`config.mk`:
```
export PLATFORM = sky130hd
export DESIGN_NAME = rvh_l1d_wb_arb
export DESIGN_NICKNAME = d
export VERILOG_FILES = /design/src/rtl/rvh_l1d_wb_arb.sv
export SDC_FILE = /design/constraint.sdc
export NUM_CORES = 1
export LEC_CHECK = 0
export BUFFER_PORTS_ARGS = -buffer_cell sky130_fd_sc_hd__buf_2
export CAP_MARGIN = 20
export CORE_AREA = 4 4 287 289
export DETAILED_ROUTE_END_ITERATION = 12
export DIE_AREA = 0 0 291 293
export REMOVE_ABC_BUFFERS = 1
export SLEW_MARGIN = 20
export SYNTH_ARGS = -nofsm -noshare
export SYNTH_HDL_FRONTEND = slang
export SYNTH_SLANG_ARGS = --single-unit
```
`constraint.sdc`:
```
create_clock -name clk -period 4.9 [get_ports clk]
set_clock_uncertainty 0.05 [all_clocks]
set_input_delay 0.49 -clock clk [delete_from_list [all_inputs] [get_ports clk]]
set_output_delay 0.49 -clock clk [all_outputs]
set_load 0.01 [all_outputs]
```
`src/rtl/rvh_l1d_wb_arb.sv`:
```
// Shares one private-cache to SCU evict/writeback channel pair among N_BANK L1D banks.
// Optional: define RVH_L1D_WB_ARB_FIXED_PRIO_EN for fixed lowest-index priority instead of round-robin.
module rvh_l1d_wb_arb #(
    parameter int N_BANK          = 4,
    parameter int MAX_OUTSTANDING = 2,
    parameter int BANK_ID_W       = $clog2(N_BANK),
    parameter int REQ_W           = 64,
    parameter int DATA_W          = 64,
    parameter int RESP_W          = 32,
    parameter int RESP_BID_LSB    = 0,
    parameter int RESP_RTYPE_LSB  = 8,
    parameter int RTYPE_W         = 4,
    parameter logic [RTYPE_W-1:0] RTYPE_WB_ACK = RTYPE_W'(6)
) (
    input  logic                            clk,
    input  logic                            rst,
    input  logic [N_BANK-1:0]               bank_evict_vld_i,
    input  logic [N_BANK-1:0][REQ_W-1:0]    bank_evict_i,
    output logic [N_BANK-1:0]               bank_evict_rdy_o,
    input  logic [N_BANK-1:0]               bank_data_vld_i,
    input  logic [N_BANK-1:0][DATA_W-1:0]   bank_data_i,
    output logic [N_BANK-1:0]               bank_data_rdy_o,
    output logic [N_BANK-1:0]               bank_resp_vld_o,
    output logic [RESP_W-1:0]               bank_resp_o,
    input  logic [N_BANK-1:0]               bank_resp_rdy_i,
    output logic                            pc_scu_evict_vld_o,
    output logic [REQ_W-1:0]                pc_scu_evict_o,
    input  logic                            pc_scu_evict_rdy_i,
    output logic                            pc_scu_data_vld_o,
    output logic [DATA_W-1:0]               pc_scu_data_o,
    input  logic                            pc_scu_data_rdy_i,
    input  logic                            scu_pc_resp_vld_i,
    input  logic [RESP_W-1:0]               scu_pc_resp_i,
    output logic                            scu_pc_resp_rdy_o,
    output logic [N_BANK-1:0][2:0]          outstanding_o
);

    typedef enum logic {
        ARB_IDLE   = 1'b0,
        ARB_LOCKED = 1'b1
    } arb_state_e;

    localparam logic [2:0] MAX_CNT = 3'(MAX_OUTSTANDING);

    // Returns {found, index} of the first requester at or after ptr, wrapping.
    function automatic logic [BANK_ID_W:0] rr_pick(input logic [N_BANK-1:0]    req,
                                                   input logic [BANK_ID_W-1:0] ptr);
        logic [BANK_ID_W:0]   res;
        logic [BANK_ID_W-1:0] idx;
        res = '0;
        for (int k = N_BANK - 1; k >= 0; k--) begin
            idx = ptr + BANK_ID_W'(k);
            if (req[idx]) begin
                res = {1'b1, idx};
            end
        end
        return res;
    endfunction

    logic [N_BANK-1:0][2:0]  cnt_q;
    logic [N_BANK-1:0]       ev_elig;
    logic [N_BANK-1:0]       ev_inc;
    logic [N_BANK-1:0]       rsp_dec;
    logic [BANK_ID_W:0]      ev_pick;
    logic [BANK_ID_W:0]      dt_pick;
    arb_state_e              ev_state_q;
    arb_state_e              ev_state_d;
    arb_state_e              dt_state_q;
    arb_state_e              dt_state_d;
    logic [BANK_ID_W-1:0]    ev_lock_q;
    logic [BANK_ID_W-1:0]    dt_lock_q;
    logic [BANK_ID_W-1:0]    ev_sel;
    logic [BANK_ID_W-1:0]    dt_sel;
    logic                    ev_vld;
    logic                    dt_vld;
    logic                    ev_hs;
    logic                    dt_hs;
    logic [BANK_ID_W-1:0]    resp_tgt;
    logic                    resp_is_ack;
    logic                    resp_hs;

    always_comb begin
        ev_elig = '0;
        for (int i = 0; i < N_BANK; i++) begin
            ev_elig[i] = bank_evict_vld_i[i] & (cnt_q[i] < MAX_CNT);
        end
    end

`ifdef RVH_L1D_WB_ARB_FIXED_PRIO_EN
    always_comb begin
        ev_pick = rr_pick(ev_elig, '0);
        dt_pick = rr_pick(bank_data_vld_i, '0);
    end
`else
    logic [BANK_ID_W-1:0] ev_ptr_q;
    logic [BANK_ID_W-1:0] dt_ptr_q;

    always_comb begin
        ev_pick = rr_pick(ev_elig, ev_ptr_q);
        dt_pick = rr_pick(bank_data_vld_i, dt_ptr_q);
    end

    // Pointers move just past the bank that completed a handshake.
    always_ff @(posedge clk) begin
        if (!rst) begin
            ev_ptr_q <= '0;
            dt_ptr_q <= '0;
        end else begin
            if (ev_hs) begin
                ev_ptr_q <= ev_sel + 1'b1;
            end
            if (dt_hs) begin
                dt_ptr_q <= dt_sel + 1'b1;
            end
        end
    end
`endif

    // Evict arbiter: state register, next state, outputs.
    always_ff @(posedge clk) begin
        if (!rst) begin
            ev_state_q <= ARB_IDLE;
            ev_lock_q  <= '0;
        end else begin
            ev_state_q <= ev_state_d;
            if (ev_state_q == ARB_IDLE && ev_vld && !ev_hs) begin
                ev_lock_q <= ev_sel;
            end
        end
    end

    always_comb begin
        ev_state_d = ev_state_q;
        case (ev_state_q)
            ARB_IDLE: begin
                if (ev_pick[BANK_ID_W] && !pc_scu_evict_rdy_i) begin
                    ev_state_d = ARB_LOCKED;
                end
            end
            ARB_LOCKED: begin
                if (pc_scu_evict_rdy_i || !bank_evict_vld_i[ev_lock_q]) begin
                    ev_state_d = ARB_IDLE;
                end
            end
            default: ev_state_d = ARB_IDLE;
        endcase
    end

    always_comb begin
        ev_sel = ev_pick[BANK_ID_W-1:0];
        ev_vld = ev_pick[BANK_ID_W];
        if (ev_state_q == ARB_LOCKED) begin
            ev_sel = ev_lock_q;
            ev_vld = bank_evict_vld_i[ev_lock_q];
        end
        ev_hs              = ev_vld & pc_scu_evict_rdy_i;
        pc_scu_evict_vld_o = ev_vld;
        pc_scu_evict_o     = bank_evict_i[ev_sel];
        bank_evict_rdy_o   = '0;
        if (ev_hs) begin
            bank_evict_rdy_o[ev_sel] = 1'b1;
        end
    end

    // Data arbiter: same lock scheme, no outstanding gating.
    always_ff @(posedge clk) begin
        if (!rst) begin
            dt_state_q <= ARB_IDLE;
            dt_lock_q  <= '0;
        end else begin
            dt_state_q <= dt_state_d;
            if (dt_state_q == ARB_IDLE && dt_vld && !dt_hs) begin
                dt_lock_q <= dt_sel;
            end
        end
    end

    always_comb begin
        dt_state_d = dt_state_q;
        case (dt_state_q)
            ARB_IDLE: begin
                if (dt_pick[BANK_ID_W] && !pc_scu_data_rdy_i) begin
                    dt_state_d = ARB_LOCKED;
                end
            end
            ARB_LOCKED: begin
                if (pc_scu_data_rdy_i || !bank_data_vld_i[dt_lock_q]) begin
                    dt_state_d = ARB_IDLE;
                end
            end
            default: dt_state_d = ARB_IDLE;
        endcase
    end

    always_comb begin
        dt_sel = dt_pick[BANK_ID_W-1:0];
        dt_vld = dt_pick[BANK_ID_W];
        if (dt_state_q == ARB_LOCKED) begin
            dt_sel = dt_lock_q;
            dt_vld = bank_data_vld_i[dt_lock_q];
        end
        dt_hs             = dt_vld & pc_scu_data_rdy_i;
        pc_scu_data_vld_o = dt_vld;
        pc_scu_data_o     = bank_data_i[dt_sel];
        bank_data_rdy_o   = '0;
        if (dt_hs) begin
            bank_data_rdy_o[dt_sel] = 1'b1;
        end
    end

    // Responses route by the low bid bits; the I$ msb is not decoded.
    always_comb begin
        resp_tgt          = scu_pc_resp_i[RESP_BID_LSB +: BANK_ID_W];
        resp_is_ack       = (scu_pc_resp_i[RESP_RTYPE_LSB +: RTYPE_W] == RTYPE_WB_ACK);
        scu_pc_resp_rdy_o = bank_resp_rdy_i[resp_tgt];
        resp_hs           = scu_pc_resp_vld_i & scu_pc_resp_rdy_o;
        bank_resp_o       = scu_pc_resp_i;
        bank_resp_vld_o   = '0;
        if (scu_pc_resp_vld_i) begin
            bank_resp_vld_o[resp_tgt] = 1'b1;
        end
    end

    always_comb begin
        ev_inc  = '0;
        rsp_dec = '0;
        for (int i = 0; i < N_BANK; i++) begin
            ev_inc[i]  = ev_hs & (ev_sel == BANK_ID_W'(i));
            rsp_dec[i] = resp_hs & resp_is_ack & (resp_tgt == BANK_ID_W'(i));
        end
    end

    always_ff @(posedge clk) begin
        if (!rst) begin
            cnt_q <= '0;
        end else begin
            for (int i = 0; i < N_BANK; i++) begin
                if (ev_inc[i] && !rsp_dec[i]) begin
                    cnt_q[i] <= cnt_q[i] + 3'd1;
                end else if (rsp_dec[i] && !ev_inc[i] && cnt_q[i] != 3'd0) begin
                    cnt_q[i] <= cnt_q[i] - 3'd1;
                end
            end
        end
    end

    assign outstanding_o = cnt_q;

`ifndef SYNTHESIS
    a_evict_hold: assert property (@(posedge clk) disable iff (!rst)
        (ev_state_q == ARB_LOCKED) |-> bank_evict_vld_i[ev_lock_q]);
    a_data_hold: assert property (@(posedge clk) disable iff (!rst)
        (dt_state_q == ARB_LOCKED) |-> bank_data_vld_i[dt_lock_q]);
    a_ack_underflow: assert property (@(posedge clk) disable iff (!rst)
        !(resp_hs && resp_is_ack && cnt_q[resp_tgt] == 3'd0));
`endif

endmodule

```
==> impl_metrics.prom <==
# TYPE chip_impl_metric gauge
chip_impl_info{name="outcome",value="finished clean"} 1
chip_impl_metric{name="power.share.combinational",unit="%"} 84.4
chip_impl_metric{name="tightest_slew",unit="ns"} 0.785
chip_impl_metric{name="setup_total_negative_slack",unit="ns"} 0
chip_impl_metric{name="num-fill-cells",unit=""} 9418
chip_impl_metric{name="syn_to_final_growth",unit="%"} 73.2
chip_impl_metric{name="globalRouteOverflowTotal",unit=""} 0
chip_impl_info{name="crit_type",value="reg2out"} 1
chip_impl_info{name="sort_of_element_at_the_end_of_the_critical_path",value="primary output"} 1
chip_impl_metric{name="cts_hold_repair.buffers",unit=""} 0
chip_impl_metric{name="floorplan.die.height",unit="microns"} 293
chip_impl_metric{name="clockPowerShare",unit="%"} 7.9
chip_impl_metric{name="layout_worst_path_cycle_share",unit="%"} 84.1
chip_impl_info{name="cell_family_contributing_the_most_delay_on_the_critical_path",value="simple AND/OR/NAND/NOR gates"} 1
chip_impl_metric{name="syn-mean-instance-area",unit="sq um"} 6.36
chip_impl_metric{name="cts_post_setup_buffers_inserted",unit=""} 0
chip_impl_info{name="timing.critical_path.cells",value="or3b_4, maj3_2, a31oi_2, nand3_4, buf_12, mux2_2, nor2_1, a21oi_1, buf_2"} 1
chip_impl_metric{name="postCtsResizedCells",unit=""} 0
chip_impl_metric{name="synth_sequential_area_ratio",unit="%"} 7.17
chip_impl_info{name="yosysMostFrequentCell",value="sky130_fd_sc_hd__nand2_1"} 1
chip_impl_metric{name="slew_viol_final",unit=""} 0
chip_impl_metric{name="power.density_cell_area",unit="nW/um^2"} 301
chip_impl_info{name="clock_tree.root_cell",value="sky130_fd_sc_hd__clkbuf_16"} 1
chip_impl_info{name="worst_r2r_endpoint",value="outstanding_o[1]"} 1
chip_impl_metric{name="final-instance-count-excl-fill",unit=""} 2634
chip_impl_metric{name="area_share_of_the_largest_cell_type_after_synthesis",unit="%"} 16.3
chip_impl_info{name="capture_point_of_the_critical_path",value="pc_scu_evict_o[17]"} 1
chip_impl_metric{name="worst-r2r-setup-slack",unit="ns"} 1.26
chip_impl_metric{name="cap_viol_max_count",unit=""} 0
chip_impl_metric{name="timing.critical_path.slowest_cell_delay",unit="ns"} 0.47
chip_impl_metric{name="final_hold_viol_count",unit=""} 0
chip_impl_metric{name="syn-cell-area",unit="sq um"} 6140
chip_impl_metric{name="drtPass1Iterations",unit=""} 5
chip_impl_info{name="crit_start_category",value="register"} 1
chip_impl_metric{name="worstSkewPairLatency",unit="ns"} 0.28
chip_impl_metric{name="postRouteWirelength",unit="mm"} 51.2
chip_impl_metric{name="yosys_warnings",unit=""} 0
chip_impl_metric{name="drt-initial-drc-count",unit=""} 705
chip_impl_metric{name="core.rowCount",unit=""} 104
chip_impl_metric{name="post_route_cells_drive_above_1_share",unit="%"} 50.2
chip_impl_metric{name="grt_start_max_net_pins",unit=""} 101
chip_impl_metric{name="swShare",unit="%"} 54.8
chip_impl_info{name="synthFlopType",value="sky130_fd_sc_hd__dfxtp_1"} 1
chip_impl_metric{name="die_area",unit="sq um"} 85300
chip_impl_metric{name="clock_sink_count",unit=""} 22
chip_impl_metric{name="cts-root-to-sink-buffers",unit=""} 2
chip_impl_metric{name="power_frac_seq",unit="%"} 7.7
chip_impl_metric{name="detail_route.wl_per_cell",unit="microns"} 19.4
chip_impl_metric{name="worstPathMaxFanout",unit=""} 59
chip_impl_metric{name="postRouteAntennaNets",unit=""} 0
chip_impl_metric{name="timing.critical_path.required",unit="ns"} 4.36
chip_impl_metric{name="max_freq",unit="GHz"} 0.243
chip_impl_metric{name="worst_setup_hold_path_clk_slew",unit="ns"} 0.07
chip_impl_metric{name="routabilityCongestion",unit=""} 0.955
chip_impl_metric{name="h_tree_depth",unit=""} 1
chip_impl_info{name="grt_setup_unrepaired",value="false"} 1
chip_impl_metric{name="dr_total_vias",unit=""} 9494
chip_impl_metric{name="grt_antenna_before_repair",unit=""} 10
chip_impl_metric{name="postSynth.asyncResetShare",unit="%"} 0
chip_impl_metric{name="critical_path.n_buffers_inverters",unit=""} 2
chip_impl_metric{name="routed_via_density",unit=""} 3.60
chip_impl_metric{name="final_period_minus_worst_setup_slack",unit="ns"} 4.12
chip_impl_metric{name="leakagePower",unit="uW"} 0.00542
chip_impl_metric{name="cp.arrival",unit="ns"} 3.58
chip_impl_info{name="cp-startpoint",value="outstanding_o[7]"} 1
chip_impl_metric{name="timing.slew.headroom",unit="%"} 47.7
chip_impl_metric{name="coreArea",unit="sq um"} 79900
chip_impl_metric{name="nNetsFinal",unit=""} 2141
chip_impl_info{name="hold_path_class",value="in2reg"} 1
chip_impl_metric{name="die_width",unit="microns"} 291
chip_impl_metric{name="ir_drop",unit="V"} 0.000191
chip_impl_info{name="synth.top_cells.by_count",value="sky130_fd_sc_hd__nand2_1, sky130_fd_sc_hd__nor2_1, sky130_fd_sc_hd__a21oi_1, sky130_fd_sc_hd__and3_1, sky130_fd_sc_hd__mux2i_1"} 1
chip_impl_info{name="yosysTopAreaCell",value="sky130_fd_sc_hd__nand2_1"} 1
chip_impl_metric{name="ff2ff_path_depth",unit=""} 9
chip_impl_metric{name="starting_density",unit="%"} 7.68
chip_impl_metric{name="grt_usage",unit="%"} 10.9
chip_impl_metric{name="hpwl",unit="mm"} 45.6
chip_impl_info{name="cts_tree",value="done"} 1
chip_impl_metric{name="post_synth_inst_count",unit=""} 965
chip_impl_metric{name="ys_seq_elements",unit=""} 22
chip_impl_metric{name="p_int",unit="uW"} 1440
chip_impl_info{name="crit_slowest_cell",value="sky130_fd_sc_hd__nand3_4"} 1
chip_impl_metric{name="worst-path-stages",unit=""} 9
chip_impl_metric{name="yosys.cell_types.count",unit=""} 68
chip_impl_metric{name="top_level_i_o_count",unit=""} 748
chip_impl_metric{name="synth_edf_count",unit=""} 0
chip_impl_metric{name="grt_first_pass_wirelength",unit="mm"} 68.1
chip_impl_info{name="crit-reg2reg-launch",value="outstanding_o[7]"} 1
chip_impl_metric{name="cts_made_buffers",unit=""} 3
chip_impl_metric{name="grt_pass1_vias",unit=""} 9113
chip_impl_metric{name="p_sw",unit="uW"} 1750
chip_impl_info{name="synth_area_leaders",value="sky130_fd_sc_hd__nand2_1, sky130_fd_sc_hd__mux2i_1, sky130_fd_sc_hd__mux2_2, sky130_fd_sc_hd__and3_1, sky130_fd_sc_hd__dfxtp_1"} 1
chip_impl_metric{name="place.detailed.instances",unit=""} 2627
chip_impl_metric{name="place.port_buffers",unit=""} 695
chip_impl_metric{name="setup_viol",unit=""} 0
chip_impl_metric{name="drcViolationCount",unit=""} 0
how the worst min path moves through the flow:
stage / from / to / cells after the start
final: pc_scu_evict_rdy_i / ev_state_q / 2
after global routing: pc_scu_evict_rdy_i / ev_state_q / 2
after CTS: pc_scu_evict_rdy_i / ev_state_q / 2
after detailed placement: ev_lock_q[1] / ev_lock_q[1] / 2
after global placement: dt_lock_q[1] / dt_lock_q[1] / 2
after floorplan: ev_lock_q[1] / ev_lock_q[1] / 2
layout by cell type, fill, tap and decap left out, drive strengths merged, types with 2 or more instances in the layout:
cell	n
buf	712
fa	4
and3	72
a31oi	66
nand2b	5
nor2	98
o22ai	2
o21a	4
and2	3
a221o	2
or3	2
o21ai	4
dfxtp	22
mux4	3
clkbuf	3
diode	3
mux2i	70
xnor2	3
o2111a	2
or3b	4
nand4b	2
nand2	267
o21bai	3
ha	4
mux2	65
a221oi	2
nor3	4
nor3b	6
a21oi	72
and4	3
nand4	4
nor4	2
o311a	2
a211oi	5
o211a	2
nand3	7
inv	20
power by group through the flow:
stage	registers, uW	clock network (uW)	logic [uW]
CTS	246	264	2740
global placement	249	0	2720
global route	252	269	2950
finish	246	251	2700
detailed placement	250	0	2730
floorplan	246	0	1560
area by class of cell:
cell class                 instances  area, sq um  area share [%]
clock buffer                       3         75.1           0.706
clock inverter                     1         30.0           0.283
timing repair buffer             712         3660            34.4
inverter                          20         77.6           0.730
tap                             1060         1330            12.5
antenna                            3         7.51          0.0706
sequential                        22          440            4.14
multi-input combinational        813         5020            47.2
through the flow:
step           hold slack [ns]  util, %  setup WS, ns  power [uW]  instance area [sq um]
2_1_floorplan            0.441        -         -2.45        1810                   5510
3_3_place_gp             0.471     13.2         0.713        2970                  10500
3_5_place_dp             0.480     13.2         0.679        2980                  10500
4_1_cts                  0.364     13.3         0.547        3250                  10600
5_1_grt                  0.386     13.3         0.432        3470                  10600
6_report                 0.375     13.3         0.781        3190                  10600
sequential cells by signal, summed over array words and instances (netlist names):
signal	cells
outstanding_o	12
dt_lock_q	2
dt_ptr_q	2
ev_lock_q	2
ev_ptr_q	2
dt_state_q	1
ev_state_q	1
kinds of logic after synthesis:
group,Yosys count,share of synthesized area (%)
AND/OR/NAND/NOR,485,35.5
AO/OA/AOI/OAI,178,18.7
multiplexers,138,24.4
buffers and inverters,130,11.5
flip-flops,22,7.17
adder cells (fa/ha/maj),9,2.30
XOR/XNOR,3,0.428
layer usage:
layer	routed length, microns	part of all wire (%)	vias to the layer above	track usage [%]
met1	22800	45	4412	15.0
met5	23	0.045	-	0
met4	331	0.65	4	0.752
met3	5640	11	23	4.66
li1	-	-	4566	-
met2	22400	44	489	16.6
worst reg2reg max path, stage by stage (launching register included):
cell,delay [ns]
sky130_fd_sc_hd__dfxtp_1,0.39
sky130_fd_sc_hd__or3b_4,0.45
sky130_fd_sc_hd__maj3_2,0.33
sky130_fd_sc_hd__a31oi_2,0.26
sky130_fd_sc_hd__nand3_4,0.47
sky130_fd_sc_hd__nor4_4,0.57
sky130_fd_sc_hd__inv_1,0.11
sky130_fd_sc_hd__fa_1,0.52
sky130_fd_sc_hd__inv_1,0.05
sky130_fd_sc_hd__a2111oi_1,0.33
No activity file was read; power rests on OpenSTA's default activity.
